<file path="src/rtl/wb_regfile.sv">
// Write-back stage and 32-entry architectural register file for the 5-stage MIPS pipeline.
// Selects the write-back value, commits it, and serves two ID read ports with write-through bypass.
module wb_regfile #(
    parameter int DATA_WIDTH  = 32,
    parameter int ADDR_WIDTH  = 5,
    parameter int COUNT_WIDTH = 32
) (
    input  logic                   clk,
    input  logic                   reset,
    input  logic [1:0]             control_wb_in,
    input  logic [DATA_WIDTH-1:0]  Read_data_in,
    input  logic [DATA_WIDTH-1:0]  ALU_result_in,
    input  logic [ADDR_WIDTH-1:0]  Write_reg_in,
    input  logic [ADDR_WIDTH-1:0]  Read_reg1,
    input  logic [ADDR_WIDTH-1:0]  Read_reg2,
    output logic [DATA_WIDTH-1:0]  Read_data1,
    output logic [DATA_WIDTH-1:0]  Read_data2,
    output logic [DATA_WIDTH-1:0]  wb_Write_data,
    output logic                   wb_RegWrite,
    output logic [COUNT_WIDTH-1:0] retire_count
);

    localparam int NUM_REGS = 2 ** ADDR_WIDTH;

    logic [DATA_WIDTH-1:0]  regs_q [NUM_REGS];
    logic [DATA_WIDTH-1:0]  regs_d [NUM_REGS];
    logic [COUNT_WIDTH-1:0] retire_count_q;
    logic [COUNT_WIDTH-1:0] retire_count_d;

    logic reg_write;
    logic mem_to_reg;
    logic write_en;

    assign reg_write  = control_wb_in[1];
    assign mem_to_reg = control_wb_in[0];

    // Writes to r0 are dropped here so neither storage nor the counter ever sees them.
    assign write_en = reset && reg_write && (Write_reg_in != '0);

    always_comb begin
        wb_Write_data = ALU_result_in;
        if (mem_to_reg) begin
            wb_Write_data = Read_data_in;
        end
    end

    assign wb_RegWrite = write_en;

    always_comb begin
        regs_d         = regs_q;
        retire_count_d = retire_count_q;
        if (!reset) begin
            for (int i = 0; i < NUM_REGS; i++) begin
                regs_d[i] = '0;
            end
            retire_count_d = '0;
        end else if (write_en) begin
            regs_d[Write_reg_in] = wb_Write_data;
            retire_count_d       = retire_count_q + 1'b1;
        end
    end

    always_ff @(posedge clk) begin
        regs_q         <= regs_d;
        retire_count_q <= retire_count_d;
    end

    // Bypass lets an ID read in the same cycle as the WB write see the new value.
    function automatic logic [DATA_WIDTH-1:0] read_port(input logic [ADDR_WIDTH-1:0] addr);
        logic [DATA_WIDTH-1:0] val;
        val = '0;
        if (addr == '0) begin
            val = '0;
        end else if (write_en && (addr == Write_reg_in)) begin
            val = wb_Write_data;
        end else begin
            val = regs_q[addr];
        end
        return val;
    endfunction

    always_comb begin
        Read_data1 = '0;
        Read_data2 = '0;
        if (reset) begin
            Read_data1 = read_port(Read_reg1);
            Read_data2 = read_port(Read_reg2);
        end
    end

    assign retire_count = retire_count_q;

endmodule
</file>
<file path="config.mk">
export PLATFORM = sky130hd
export DESIGN_NAME = wb_regfile
export DESIGN_NICKNAME = d
export VERILOG_FILES = /design/src/rtl/wb_regfile.sv
export SDC_FILE = /design/constraint.sdc
export NUM_CORES = 2
export LEC_CHECK = 0
export BUFFER_PORTS_ARGS = -buffer_cell sky130_fd_sc_hd__buf_2
export CORE_MARGIN = 2
export CORE_UTILIZATION = 40
export DETAILED_ROUTE_END_ITERATION = 7
export PLACE_DENSITY = 0.54
export REMOVE_ABC_BUFFERS = 1
export SLEW_MARGIN = 15
export SYNTH_ARGS = -nofsm -noshare
export SYNTH_HDL_FRONTEND = slang
export SYNTH_SLANG_ARGS = --single-unit
export TNS_END_PERCENT = 10
</file>
<file path="constraint.sdc">
create_clock -name clk -period 5.9 [get_ports clk]
set_clock_uncertainty 0.1 [all_clocks]
set_input_delay 1.77 -clock clk [delete_from_list [all_inputs] [get_ports clk]]
set_output_delay 1.77 -clock clk [all_outputs]
set_load 0.01 [all_outputs]
</file>
Word-level counts from Yosys, hierarchy flattened
Index checks and enable logic that the tools add are counted.

operators by class
  add/sub/neg operators = 1
  magnitude comparators = 4
  equal/unequal tests = 2
  mux-type cells = 16
  bitwise operators = 3
  reductions and logical operators = 8

operators by type and width
  cell                                                         count
  bitwise mux 1024 bit                                         1
  2-to-1 mux 32 bit                                            12
  binary-select mux 32 bit (select 5 bit)                      2
  demux 32 bit (select 5 bit)                                  1
  adder 32 x 1 -> 32 bit (second input constant)               1
  >= comparator 6 bit (second input constant)                  3
  NOT 5 -> 6 bit                                               3
  equality test 5 bit                                          2
  logical NOT 5 bit                                            2
  less-than comparator 6 x 1 -> 1 bit (second input constant)  1
  logical AND 1 bit                                            5
  nonzero test 5 bit                                           1

word-level totals
  flip-flop bits (word level) = 1,056
  input port bits = 83
  output and inout bits = 129

Logic depth before layout (Yosys ltp)
  word-level depth = 7
  depth in mapped cells = 9
  depth with buffers taken out = 6

Worst setup path before layout
Ideal clock, no wire load.

  kind = input -> output
  start point = in Write_reg_in[1]
  end point = out Read_data1[29]
  arrival time = 3.424 ns
  data required time = 4.030 ns
  path slack = 0.606 ns
  stages on the path = 8
  buffers on the path = 2
  cell sequence = buf_2 or4_4 o21bai_4 inv_2 a31o_2 buf_6 a211o_1 o221ai_1

between the ends
  longest elaborated chain between the ends = 6

ends and longest elaborated chain
  what                   RTL line  RTL
  from (decl)            13        input logic [ADDR_WIDTH-1:0] Write_reg_in,
  nonzero test 5 bit     38        assign write_en = reset && reg_write && (Write_reg_in != '0);
  logical AND 1 bit      38
  named net wb_RegWrite  19        output logic wb_RegWrite,
  logical AND 1 bit      74        end else if (write_en && (addr == Write_reg_in)) begin
  2-to-1 mux 32 bit      74
  2-to-1 mux 32 bit      72        if (addr == '0) begin
  2-to-1 mux 32 bit      85        if (reset) begin
  to (decl)              16        output logic [DATA_WIDTH-1:0] Read_data1,

The timed path passes the listed nets, and every way through them passes these cells.

Final worst setup path
  start point = in Write_reg_in[4]
  end point = out Read_data1[7]

between the ends
  longest elaborated chain between the ends = 6

ends and longest elaborated chain
  what                   RTL line
  nonzero test 5 bit     38
  logical AND 1 bit      38
  logical AND 1 bit (*)  74
  2-to-1 mux 32 bit (*)  74
  2-to-1 mux 32 bit (*)  72
  2-to-1 mux 32 bit (*)  85

Every way passes the cells marked *; elsewhere a longest branch is shown, timed or not.

==> results.yml <==
global_routing:
  use_met1_pct: 42.1
  gr-usage-met3_pct: 4.78
  grt_max_degree: 214
  grt_pass1_wl_um: 297000
  grt.overflow.total: 0
  use_met2_pct: 44.6
  antenna_found_initial: 5
  grt_pass1_vias: 42900
  top_usage_layer: "met2"
  grt_use_total_pct: 29.2
clock_tree:
  hold_buffers: 0
  cts_tree: "yes"
  clock_path_buffers: 3
  cts_setup_buffers: 0
  clockRootBuffer: "clkbuf_16"
  clock_latency_ns: 0.76
  cts_buffers: 118
  h-tree-depth: 3
  clk_pin_slew_ns: 0.06
  cts.sinks: 1056
synth:
  synth_area_um2: 52700
  muxShareOfSynthArea_pct: 21.4
  synth_top_family_by_area: "compound AO/OA/AOI/OAI gates"
  synth_top_cells_by_count: "dfxtp_1, a211oi_1, nor2_1, clkbuf_1, mux2i_1"
  yosysUniqueCellTypes: 59
  yosys_warnings: 0
  synthSimpleGateAreaFrac_pct: 10.2
  ys_async_sr_fraction_pct: 0
  seq_area_frac_synth_pct: 40.1
  synthCells: 5316
  synthAdderAreaFrac_pct: 0.0237
  synthTopCellsByArea: "dfxtp_1, a211oi_1, mux4_2"
  yosys.area.top_type: "dfxtp_1"
  synth_top_area_share_pct: 40.1
  synth_ff_type: "dfxtp_1"
  avgSynthCellArea_um2: 9.91
  synth_xor_area_share_pct: 0.482
  synth_edf_count: 0
  synth_seq_cells: 1056
  synth.most_common_cell: "dfxtp_1"
  synth_compound_area_share_pct: 22.4
worst_setup_path:
  critPathCaptureType: "primary output"
  cp_top_family: "compound AO/OA/AOI/OAI gates"
  critical_path.startpoint_type: "input port"
  slowest_delay_ns: 0.52
  path_common_cell: "buf_2"
  cp_data_required_time_ns: 4.03
  path_cells: "buf_2 -> or4_4 -> o21bai_4 -> inv_2 -> a31o_4 -> buf_12 -> a211o_1 -> o221ai_2 -> buf_2"
  slowest_stage: "or4_4"
  cp_max_fo: 9
  critPathArrivalTime_ns: 4.01
  critical_path_class: "input port to primary output"
  crit_buf_inv: 4
placed_design:
  dpl.cell_count: 7005
  port_buffers: 211
  place_hpwl_um: 126000
  place_ws_ns: -0.0950
  dpl_cell_area_um2: 57800
  gp_congestion: 0.849
timing:
  setup_slack_ns: 0.0196
  max_freq_ghz: 0.170
  slew_headroom_pct: 19.1
  fin_crit_sh_pct: 99.7
  fin_crit_ns: 5.88
  hold_viol_final: 0
  rsz0062_at_grt: "false"
  whs_ns: 0.384
  tightest_slew_ns: 1.21
  drv_slew: 0
  setup-violations-final: 0
final_layout:
  fin_cells: 7214
  syn_to_final_growth_pct: 17.0
  drive_above_1_share_pct: 21.8
  num-nets-final: 5454
  multi_input_area_um2: 29400
  nFillCells: 12300
  finalInstanceArea_um2: 61700
  regArea_um2: 21100
power:
  vdd_ir_drop_max_uv: 245
  leakage_nw: 20.4
  totalPowerFinal_w: 0.0165
  p_per_area_nw_per_um2: 268
drt:
  vias_per_cell: 6.23
  drt_first_pass_iters: 5
  drc: 0
  wl_um: 202000
  vias: 44900
  avgRoutedWirePerCell_um: 28.0
  ant_nets: 0
  drt_iter0_drc: 4748
die:
  start_util_pct: 40.2
  die_w_um: 367
  ios: 212
  row_count: 133
  core_um2: 131000
  dieHeight_um: 367
  die-area_um2: 135000
hold_path:
  hold_class: "flip-flop to flip-flop"
run_status:
  status: "finished clean"
job:
  drv_cap: 0
where the power goes:
group | switching (W) | leakage, nW | internal (W) | total, W
Sequential | 0.0000393 | 8.51 | 0.00718 | 0.00722
Combinational | 0.00117 | 9.99 | 0.000616 | 0.00178
Clock | 0.00314 | 1.89 | 0.00436 | 0.00750
Total | 0.00435 | 20.4 | 0.0122 | 0.0165
final timing paths:
check	startpoint	to	slack (ns)	cells after the start
worst max register to register	retire_count[2]$_SDFFE_PN0P_	retire_count[19]$_SDFFE_PN0P_	3.42	5
worst min-delay path	regs_q[995]$_SDFFE_PN0P_	regs_q[995]$_SDFFE_PN0P_	0.38	1
worst min register to register	regs_q[995]$_SDFFE_PN0P_	regs_q[995]$_SDFFE_PN0P_	0.38	1
worst max-delay path	Write_reg_in[4]	Read_data1[7]	0.02	9
timing repair:
action                     4_1_cts  5_1_grt
gates resized for setup          5        0
setup endpoints to repair        4        0
hold endpoints to repair         0        0
layer usage:
metal	vias up	wire length [um]
li1	20400	-
met1	22400	91000
met2	1825	90100
met3	315	15400
met4	0	5450
met5	-	0
cell families (layout without fill, tap and decap cells):
| group | count (synthesis) | in the layout |
|---|---|---|
| xor gates and xnor gates | 29 | 29 |
| adders and majority gates | 1 | 1 |
| AOI/OAI and AO/OA | 1546 | 1546 |
| buffers and inverters | 685 | 827 |
| DFF | 1056 | 1056 |
| other | 0 | 1 |
| and+or+nand+nor | 1294 | 1294 |
| muxes | 705 | 705 |
layout by cell type (no fill, tap or decap), types with 8 or more instances in the layout:
cell	synthesis	final
mux2i_1	363	331
a211o_1	45	45
a32oi_1	18	18
mux4_2	336	336
dfxtp_1	1056	1056
nand3_1	15	14
nor2b_1	30	27
o221ai_1	214	210
nor2_1	1028	1015
clkbuf_16	0	119
a21oi_1	35	35
xnor2_1	21	21
a211oi_1	1041	1041
clkbuf_1	440	39
clkinv_2	0	10
o22ai_1	46	46
a31oi_1	26	25
a21o_1	25	25
bufinv_16	0	8
xor2_1	8	8
nor4_1	8	8
or4_1	8	8
a22oi_1	39	39
clkbuf_8	0	26
a22o_1	24	24
o22a_1	9	9
mux2i_4	0	32
buf_2	161	202
buf_4	9	293
nand2_1	80	77
buf_12	0	78
inv_1	37	34
nor2_4	0	30
and2_1	58	58
state kept, by name, indices dropped and copies added (netlist names):
name	flops
regs_q	1024
retire_count	32
metrics by stage:
step	setup TNS, ns	util, %
after CTS	0	47.0
after global routing	0	47.0
after floorplan	-	-
after detailed placement	-0.142	44.1
after global placement	-0.107	44.1
final	0	47.0
layout make-up:
type / instances / share of cell area, %
inverters: 40 / 0.256
well taps: 1755 / 3.56
clock buffers: 183 / 5.62
diodes: 1 / 0.00406
multi-input cells: 3575 / 47.8
flip-flops and latches: 1056 / 34.3
clock inverters: 25 / 0.635
repair buffers: 579 / 7.88
(Power assumes the default switching activity.)
